<file path="config.mk">
export PLATFORM = sky130hd
export DESIGN_NAME = inst_fetch_unit
export DESIGN_NICKNAME = d
export VERILOG_FILES = /design/src/rtl/mips_pkg.sv /design/src/rtl/next_pc_calc.sv /design/src/rtl/inst_fetch_unit.sv
export SDC_FILE = /design/constraint.sdc
export NUM_CORES = 1
export LEC_CHECK = 0
export ABC_CLOCK_PERIOD_IN_PS = 5000
export CAP_MARGIN = 20
export CORE_MARGIN = 2
export CORE_UTILIZATION = 45
export DETAILED_ROUTE_END_ITERATION = 7
export PLACE_DENSITY = 0.8
export SYNTH_ARGS = -nofsm -noshare
export SYNTH_HDL_FRONTEND = slang
export SYNTH_SLANG_ARGS = --single-unit
</file>
<file path="constraint.sdc">
create_clock -name clk -period 5 [get_ports clk]
set_input_delay 0.75 -clock clk [delete_from_list [all_inputs] [get_ports clk]]
set_output_delay 0.75 -clock clk [all_outputs]
set_load 0.01 [all_outputs]
</file>
<file path="src/rtl/mips_pkg.sv">
// Shared definitions for the multicycle MIPS front end: PC-select encodings,
// fetch FSM states and reset constants.
package mips_pkg;

  localparam logic [1:0]  PC_SEQ  = 2'b00;
  localparam logic [1:0]  PC_JUMP = 2'b01;
  localparam logic [1:0]  PC_BR   = 2'b10;

  localparam logic [31:0] RESET_PC_DEFAULT = 32'hbfc0_0000;
  localparam logic [31:0] NOP_WORD         = 32'h0000_0000;

  typedef enum logic [2:0] {
    S_IDLE,
    S_REQ,
    S_WAIT,
    S_EXEC,
    S_HALT
  } fetch_state_e;

endpackage

</file>
<file path="src/rtl/next_pc_calc.sv">
// Combinational next-PC selection: sequential, j, jr and PC-relative branch.
module next_pc_calc
  import mips_pkg::*;
#(
  parameter int ADDR_W = 32
) (
  input  logic [ADDR_W-1:0] pc_i,
  input  logic [25:0]       ir_idx_i,
  input  logic [1:0]        pcsrc_i,
  input  logic              jsrc_i,
  input  logic [ADDR_W-1:0] jr_target_i,
  output logic [ADDR_W-1:0] pc_plus4_o,
  output logic [ADDR_W-1:0] next_pc_o
);

  logic [ADDR_W-1:0] br_off;
  logic [ADDR_W-1:0] jmp_tgt;

  assign pc_plus4_o = pc_i + ADDR_W'(4);
  // Branch offset is the low 16 bits of the instruction, sign-extended, in words.
  assign br_off     = {{14{ir_idx_i[15]}}, ir_idx_i[15:0], 2'b00};
  assign jmp_tgt    = {pc_plus4_o[31:28], ir_idx_i, 2'b00};

  always_comb begin
    next_pc_o = pc_plus4_o;
    case (pcsrc_i)
      PC_JUMP: next_pc_o = jsrc_i ? jr_target_i : jmp_tgt;
      PC_BR:   next_pc_o = pc_plus4_o + br_off;
      default: next_pc_o = pc_plus4_o;
    endcase
  end

endmodule

</file>
<file path="src/rtl/inst_fetch_unit.sv">
// Instruction fetch stage: SRAM request/response FSM, held instruction
// register, PC update on commit and sticky misaligned-PC halt.
module inst_fetch_unit
  import mips_pkg::*;
#(
  parameter logic [31:0] RESET_PC = RESET_PC_DEFAULT,
  parameter int          ADDR_W   = 32
) (
  input  logic              clk,
  input  logic              rst,
  output logic              inst_sram_en,
  output logic [ADDR_W-1:0] inst_sram_addr,
  input  logic [31:0]       inst_sram_rdata,
  input  logic              inst_sram_rvalid,
  input  logic              commit,
  input  logic [1:0]        PCSrc,
  input  logic              JSrc,
  input  logic [ADDR_W-1:0] jr_target,
  output logic [31:0]       ir,
  output logic [5:0]        op,
  output logic [5:0]        func,
  output logic [ADDR_W-1:0] pc,
  output logic [ADDR_W-1:0] pc_plus4,
  output logic              ir_valid,
  output logic              addr_err,
  output logic [31:0]       inst_count
);

  fetch_state_e      state_q, state_d;
  logic [ADDR_W-1:0] pc_q, pc_d;
  logic [31:0]       ir_q, ir_d;
  logic [31:0]       cnt_q, cnt_d;
  logic [ADDR_W-1:0] next_pc;

  next_pc_calc #(.ADDR_W(ADDR_W)) u_npc (
    .pc_i        (pc_q),
    .ir_idx_i    (ir_q[25:0]),
    .pcsrc_i     (PCSrc),
    .jsrc_i      (JSrc),
    .jr_target_i (jr_target),
    .pc_plus4_o  (pc_plus4),
    .next_pc_o   (next_pc)
  );

  always_ff @(posedge clk or posedge rst) begin
    if (rst) begin
      state_q <= S_IDLE;
      pc_q    <= RESET_PC;
      ir_q    <= NOP_WORD;
      cnt_q   <= '0;
    end else begin
      state_q <= state_d;
      pc_q    <= pc_d;
      ir_q    <= ir_d;
      cnt_q   <= cnt_d;
    end
  end

  always_comb begin
    state_d = state_q;
    pc_d    = pc_q;
    ir_d    = ir_q;
    cnt_d   = cnt_q;
    case (state_q)
      S_IDLE: state_d = S_REQ;
      S_REQ:  state_d = S_WAIT;
      S_WAIT: begin
        if (inst_sram_rvalid) begin
          ir_d    = inst_sram_rdata;
          state_d = S_EXEC;
        end
      end
      S_EXEC: begin
        if (commit) begin
          pc_d    = next_pc;
          cnt_d   = cnt_q + 32'd1;
          // A misaligned target parks the unit until reset; pc keeps the bad address.
          state_d = (next_pc[1:0] != 2'b00) ? S_HALT : S_REQ;
        end
      end
      S_HALT:  state_d = S_HALT;
      default: state_d = S_IDLE;
    endcase
  end

  assign inst_sram_en   = (state_q == S_REQ);
  assign inst_sram_addr = pc_q;
  assign ir             = ir_q;
  assign op             = ir_q[31:26];
  assign func           = ir_q[5:0];
  assign pc             = pc_q;
  assign ir_valid       = (state_q == S_EXEC);
  assign addr_err       = (state_q == S_HALT);
  assign inst_count     = cnt_q;

endmodule

</file>
==> results.ini, run 1 <==
[clocking]
clk_pin_slew_ps=70
htreeDepth=3
cts_made_buffers=9
post-cts-setup-buffers=0
clockRootBuffer=clkbuf_16
cts.repair.resized=0
clock_latency_ps=360
cts_sinks=99
cts_tree=yes
hold_buffers=0
clockBufferDepth=2

[pwr]
static-leakage-power_nw=4.221
p_sw_share_pct=45.07
clkPwrFrac_pct=10.3
ir_drop_mv=0.3390
p_seq_share_pct=23.2
pwr_density_cell_mw_per_mm2=657.2
p_switching_mw=2.991
p_comb_share_pct=66.5
p_int_mw=3.646

[yosys]
ys_seq_area_share_pct=33.28
ys_types=76
synth_top_area_share_pct=30.12
postSynth.asyncResetShare_pct=100.0
yosysWarnings=0
synth-edff-count=0
synth_area_mm2=0.007478
syn_inst=816
avgSynthCellArea_um2=9.165
yosysTopAreaCell=dfrtp_1
synth_ff_type=dfrtp_1
mappedNetlistNets=924
synth_area_leaders=dfrtp_1 (30%), mux2_2 (7.8%), xnor2_1 (6.3%)
ys_ff_latch=99

[global_routing]
grt_first_pass_wirelength_mm=36.83
antenna_found_initial=0
overflow=0
use_met2_pct=44.59
grt_busiest_layer=met2
grt_max_degree=77
use_met3_pct=5.632
met1_usage_pct=32.95
grt_usage_pct=26.17
grt_pass1_vias=6886

[routing]
wire_per_inst_um=18.86
via_count=6995
avgViaCountPerCell=5.710
drc=0
drt_first_pass_iters=7
drtIter0Drc=621
wirelength_mm=23.10
ant_nets=0

[worst_setup_path]
crit_fanout=8
cp-end-kind=flop
worstPathCellList=ha_1 > nand3_1 > nor4_4 > nand2_1 > xnor2_1 > ha_1 > and3_1 > and3_1 > and3_1 > a221o_1 > a21oi_2 > o211a_1 > o31ai_2
cp_common_cell=and3_1
worst-setup-path-type=reg2reg
critical_path.top_delay_family=simple AND/OR/NAND/NOR gates
start_kind=flop
critical_path_buf_inv_count=0
max_stage_delay_ps=530
arrival_ps=4340
crit_slowest_cell=nor4_4
cp.required_ps=5230

[layout]
fill_cells=1381
fin_nets=1108
n_antenna_cell=0
drive_gt1_share_pct=11.04
syn_to_final_growth_pct=35.05
fin_cells=1225

[die]
coreArea_mm2=0.01641
die_w_um=132.9
ios=246
initial_core_util_pct=45.58
fp.dieH_um=132.9
die-area_mm2=0.01767
row_count=47

[sta]
skew_ps=9.411
finalMaxSlewViolations=0
hold_violations=0
worst_pin_slew_ps=890.8
maxSlewHeadroom_pct=40.55
setup_viol=0
timing.final.crit_period_ps=4102
clock.fmax_ghz=0.2438
rsz0062_at_grt=false
fin_crit_sh_pct=82.03
final.setup.tns_ps=0

[place]
dpl.hpwl_mm=17.25
placedCellCount=1208
place_congestion=0.9594
portBuffers=245

[run_status]
status=finished, final reports clean

[run]
max-cap-violations=0

[min_path]
hold_class=reg2reg

==> layout make-up <==
type                    instances  area [um2]  area share (%)
clock buffers                  10       229.0           2.267
clock inverters                 6       46.29          0.4584
inverters                      28       107.6           1.065
multi-input cells             606        4398           43.55
flip-flops and latches         99        2489           24.64
well taps                     220       275.3           2.725
repair buffers                256        2555           25.30
==> flip-flops by register name, summed over array words and instances, names as in the netlist <==
register        cells
inst_sram_addr     32
inst_count         32
state_q             3
ir                 32
==> per-stage QoR <==
| stage | setup WS, ps | total power, mW | hold WS [ps] | cell area [um2] | util [%] |
|---|---|---|---|---|---|
| floorplan | 1336 | 4.250 | 483.7 | 7478 | - |
| global placement | 1083 | 5.844 | 459.2 | 9797 | 59.71 |
| detailed placement | 925.4 | 5.892 | 464.5 | 9797 | 59.71 |
| CTS | 904.0 | 6.605 | 477.8 | 10070 | 61.39 |
| global route | 523.6 | 7.109 | 503.2 | 10100 | 61.56 |
| finish | 898.4 | 6.638 | 471.3 | 10100 | 61.56 |
==> layer usage <==
metal	up-vias	wire [um]
li1	3290	-
met1	3336	9501
met2	323	11180
met3	46	1850
met4	0	570
met5	-	0
==> cells in the mapped netlist (11+ instances only) <==
| master | number |
|---|---|
| a21o_1 | 12 |
| a21oi_1 | 51 |
| a31oi_1 | 11 |
| and3_1 | 24 |
| buf_4 | 46 |
| clkbuf_1 | 27 |
| dfrtp_1 | 90 |
| ha_1 | 36 |
| inv_1 | 28 |
| mux2_2 | 52 |
| nand2_1 | 80 |
| nand3_1 | 30 |
| nand4_1 | 16 |
| nor2_1 | 35 |
| o21ai_0 | 37 |
| xnor2_1 | 54 |
| xor2_1 | 22 |
==> cell usage in the layout (no fill, tap or decap), drive strengths merged, types with 31 or more instances in the layout <==
cell type / instances
a21oi: 52
clkdlybuf4s50: 245
dfrtp: 90
ha: 36
inv: 31
mux2: 52
nand2: 80
nand3: 33
nor2: 36
o21ai: 40
xnor2: 55
==> worst paths after layout <==
check                      depth (start not counted)              start  slack, ps                  to
max                                               13  inst_sram_addr[2]        900  inst_sram_addr[30]
min                                                1     inst_count[31]        470      inst_count[31]
max reg2reg                                       13  inst_sram_addr[2]        900  inst_sram_addr[30]
min reg2reg                                        1     inst_count[31]        470      inst_count[31]
max in group asynchronous                          4                rst       3280      inst_count[28]
min in group asynchronous                          2                rst        720      inst_count[11]
==> cells by family (layout without fill, tap and decap cells) <==
family | after synthesis | in the layout | synth area share, %
AO/OA/AOI/OAI | 194 | 194 | 17.38
XOR/XNOR | 78 | 78 | 9.336
adder cells (fa/ha/maj) | 37 | 37 | 6.291
buffers and inverters | 111 | 300 | 7.980
flip-flops | 99 | 99 | 33.28
multiplexers | 60 | 60 | 8.901
AND/OR/NAND/NOR | 237 | 237 | 16.83
==> power by group through the flow <==
stage / Combinational (mW) / Sequential (mW) / Clock [mW]
floorplan: 2.68 / 1.57 / 0
global placement: 4.31 / 1.53 / 0
detailed placement: 4.34 / 1.55 / 0
CTS: 4.37 / 1.54 / 0.693
global route: 4.78 / 1.60 / 0.729
finish: 4.41 / 1.54 / 0.683
Note: power is estimated with default switching activity, not from simulation.
==> run 2, diff against run 1 <==
--- a/config.mk
+++ b/config.mk
@@ -5,10 +5,10 @@
 export SDC_FILE = /design/constraint.sdc
 export NUM_CORES = 1
 export LEC_CHECK = 0
-export ABC_CLOCK_PERIOD_IN_PS = 5000
+export ABC_CLOCK_PERIOD_IN_PS = 3700
 export CAP_MARGIN = 20
 export CORE_MARGIN = 2
-export CORE_UTILIZATION = 45
+export CORE_UTILIZATION = 43
 export DETAILED_ROUTE_END_ITERATION = 7
 export PLACE_DENSITY = 0.8
 export SYNTH_ARGS = -nofsm -noshare
==> constraint.sdc (replaced) <==
create_clock -name clk -period 3.7 [get_ports clk]
set_input_delay 0.555 -clock clk [delete_from_list [all_inputs] [get_ports clk]]
set_output_delay 0.555 -clock clk [all_outputs]
set_load 0.01 [all_outputs]
==> run 2 against run 1 <==
Clock-buffer cell count unchanged. Design area up 4.8%. Hold slack improved by 14 ps. Combinational power rose by 51%. Cell count increased by 4.2%. Sequential power rose by 27%. Wire length increased by 5.0%. Global-route usage grew 0.31 points. Critical path depth is the same. Clock power increased by 42%. Critical path type unchanged. Largest power group unchanged.
==> results.ini, run 2 (synthesis gave the netlist of run 1 again) <==
[routing]
ant_nets=0
wire_per_inst_um=18.98
via_count=7127
wirelength_mm=24.24
drt_first_pass_iters=5
drc=0
drtIter0Drc=594
avgViaCountPerCell=5.581

[clocking]
clk_pin_slew_ps=80
cts_sinks=99
cts_made_buffers=9
htreeDepth=3
hold_buffers=0
cts_tree=yes
clock_latency_ps=360
clockBufferDepth=2
clockRootBuffer=clkbuf_16

[global_routing]
overflow=0
antenna_found_initial=0
grt_max_degree=54
grt_first_pass_wirelength_mm=37.98
grt_pass1_vias=7067
grt_usage_pct=26.47

[worst_setup_path]
worst-setup-path-type=reg2reg
crit_fanout=6
cp.required_ps=3980
start_kind=flop
arrival_ps=3820
cp-end-kind=flop

[pwr]
pwr_density_cell_mw_per_mm2=904.7
ir_drop_mv=0.5152
static-leakage-power_nw=4.476
finalPower_mw=9.577

[sta]
clock.fmax_ghz=0.2822
fin_crit_sh_pct=95.79
maxSlewHeadroom_pct=57.83
skew_ps=12.97
finalMaxSlewViolations=0
timing.final.crit_period_ps=3544
worst_pin_slew_ps=632.5
setup_viol=0
rsz0062_at_grt=true
hold_violations=0

[layout]
syn_to_final_growth_pct=41.54
layout_common_cells=clkdlybuf4s50_1 (245), dfrtp_1 (89), nand2_1 (80)
mostFrequentLayoutCell=clkdlybuf4s50_1
fin_nets=1155
fin_cells=1277
drive_gt1_share_pct=16.92
n_antenna_cell=0

[run_status]
status=finished, final reports clean

[die]
fp.dieH_um=135.9
die-area_mm2=0.01846
coreArea_mm2=0.01718
initial_core_util_pct=43.54
ios=246
row_count=48
die_w_um=135.9

[min_path]
hold_class=reg2reg

[place]
placedCellCount=1257
place_congestion=0.9600
dpl.hpwl_mm=17.87
portBuffers=245

[run]
max-cap-violations=0

[run 2: critical path, stage by stage (launching register included)]
cell	delay (ps)
dfrtp_1	410
nand4_1	150
or2_2	370
or3_1	430
xnor2_2	190
ha_1	350
a21o_1	200
a31o_2	250
nand3_1	80
nand2_1	60
a221o_1	410
a31oi_2	250
mux2i_1	220
o211ai_1	110
[run 2: final timing paths]
check | startpoint | endpoint | slack (ps) | cells past startpoint
max | inst_sram_addr[3] | inst_sram_addr[28] | 160 | 13
min | inst_count[31] | inst_count[31] | 490 | 1
max reg2reg | inst_sram_addr[3] | inst_sram_addr[28] | 160 | 13
min reg2reg | inst_count[31] | inst_count[31] | 490 | 1
max in group asynchronous | rst | inst_sram_addr[23] | 2280 | 3
min in group asynchronous | rst | inst_sram_addr[2] | 640 | 2
[run 2: cell type report]
cell class | instances | area [um2]
Fill cell | 1503 | 6591
Multi-Input combinational cell | 606 | 4504
Timing Repair Buffer | 303 | 2908
Clock inverter | 6 | 55.05
Clock buffer | 10 | 239.0
Tap cell | 225 | 281.5
Sequential cell | 99 | 2490
Inverter | 28 | 107.6
[run 2: stage by stage]
stage          TNS [ps]  hold WS, ps  setup WS, ps  cell area (um2)  utilization [%]
6_report              0        485.2         155.8            10590            61.63
3_3_place_gp          0        464.3         117.9            10150            59.07
5_1_grt          -78.79        505.7        -22.83            10590            61.63
2_1_floorplan         0        483.7         35.73             7478                -
3_5_place_dp          0        478.6         22.09            10150            59.07
4_1_cts               0        493.4         11.58            10450            60.82
[run 2: per-layer routing]
metal	share of wire [%]	vias to the layer above	global-route usage [%]	wire length, um
met5	0	-	0	0
li1	-	3365	-	-
met2	50	284	45.74	12020
met3	7.0	35	4.847	1699
met1	41	3443	33.40	9968
met4	2.3	0	8.738	556
[run 2: power breakdown]
| part | internal [mW] | total (mW) | switching [mW] |
|---|---|---|---|
| registers | 1.50 | 1.96 | 0.461 |
| logic | 3.33 | 6.65 | 3.31 |
| clock network | 0.491 | 0.971 | 0.481 |
| total | 5.32 | 9.58 | 4.26 |
[run 2: what timing repair did]
action                     CTS  global route
setup endpoints to repair    1            16
pin swaps                    1             8
cloned                       0             0
setup buffers                1             3
resized for setup            0            25
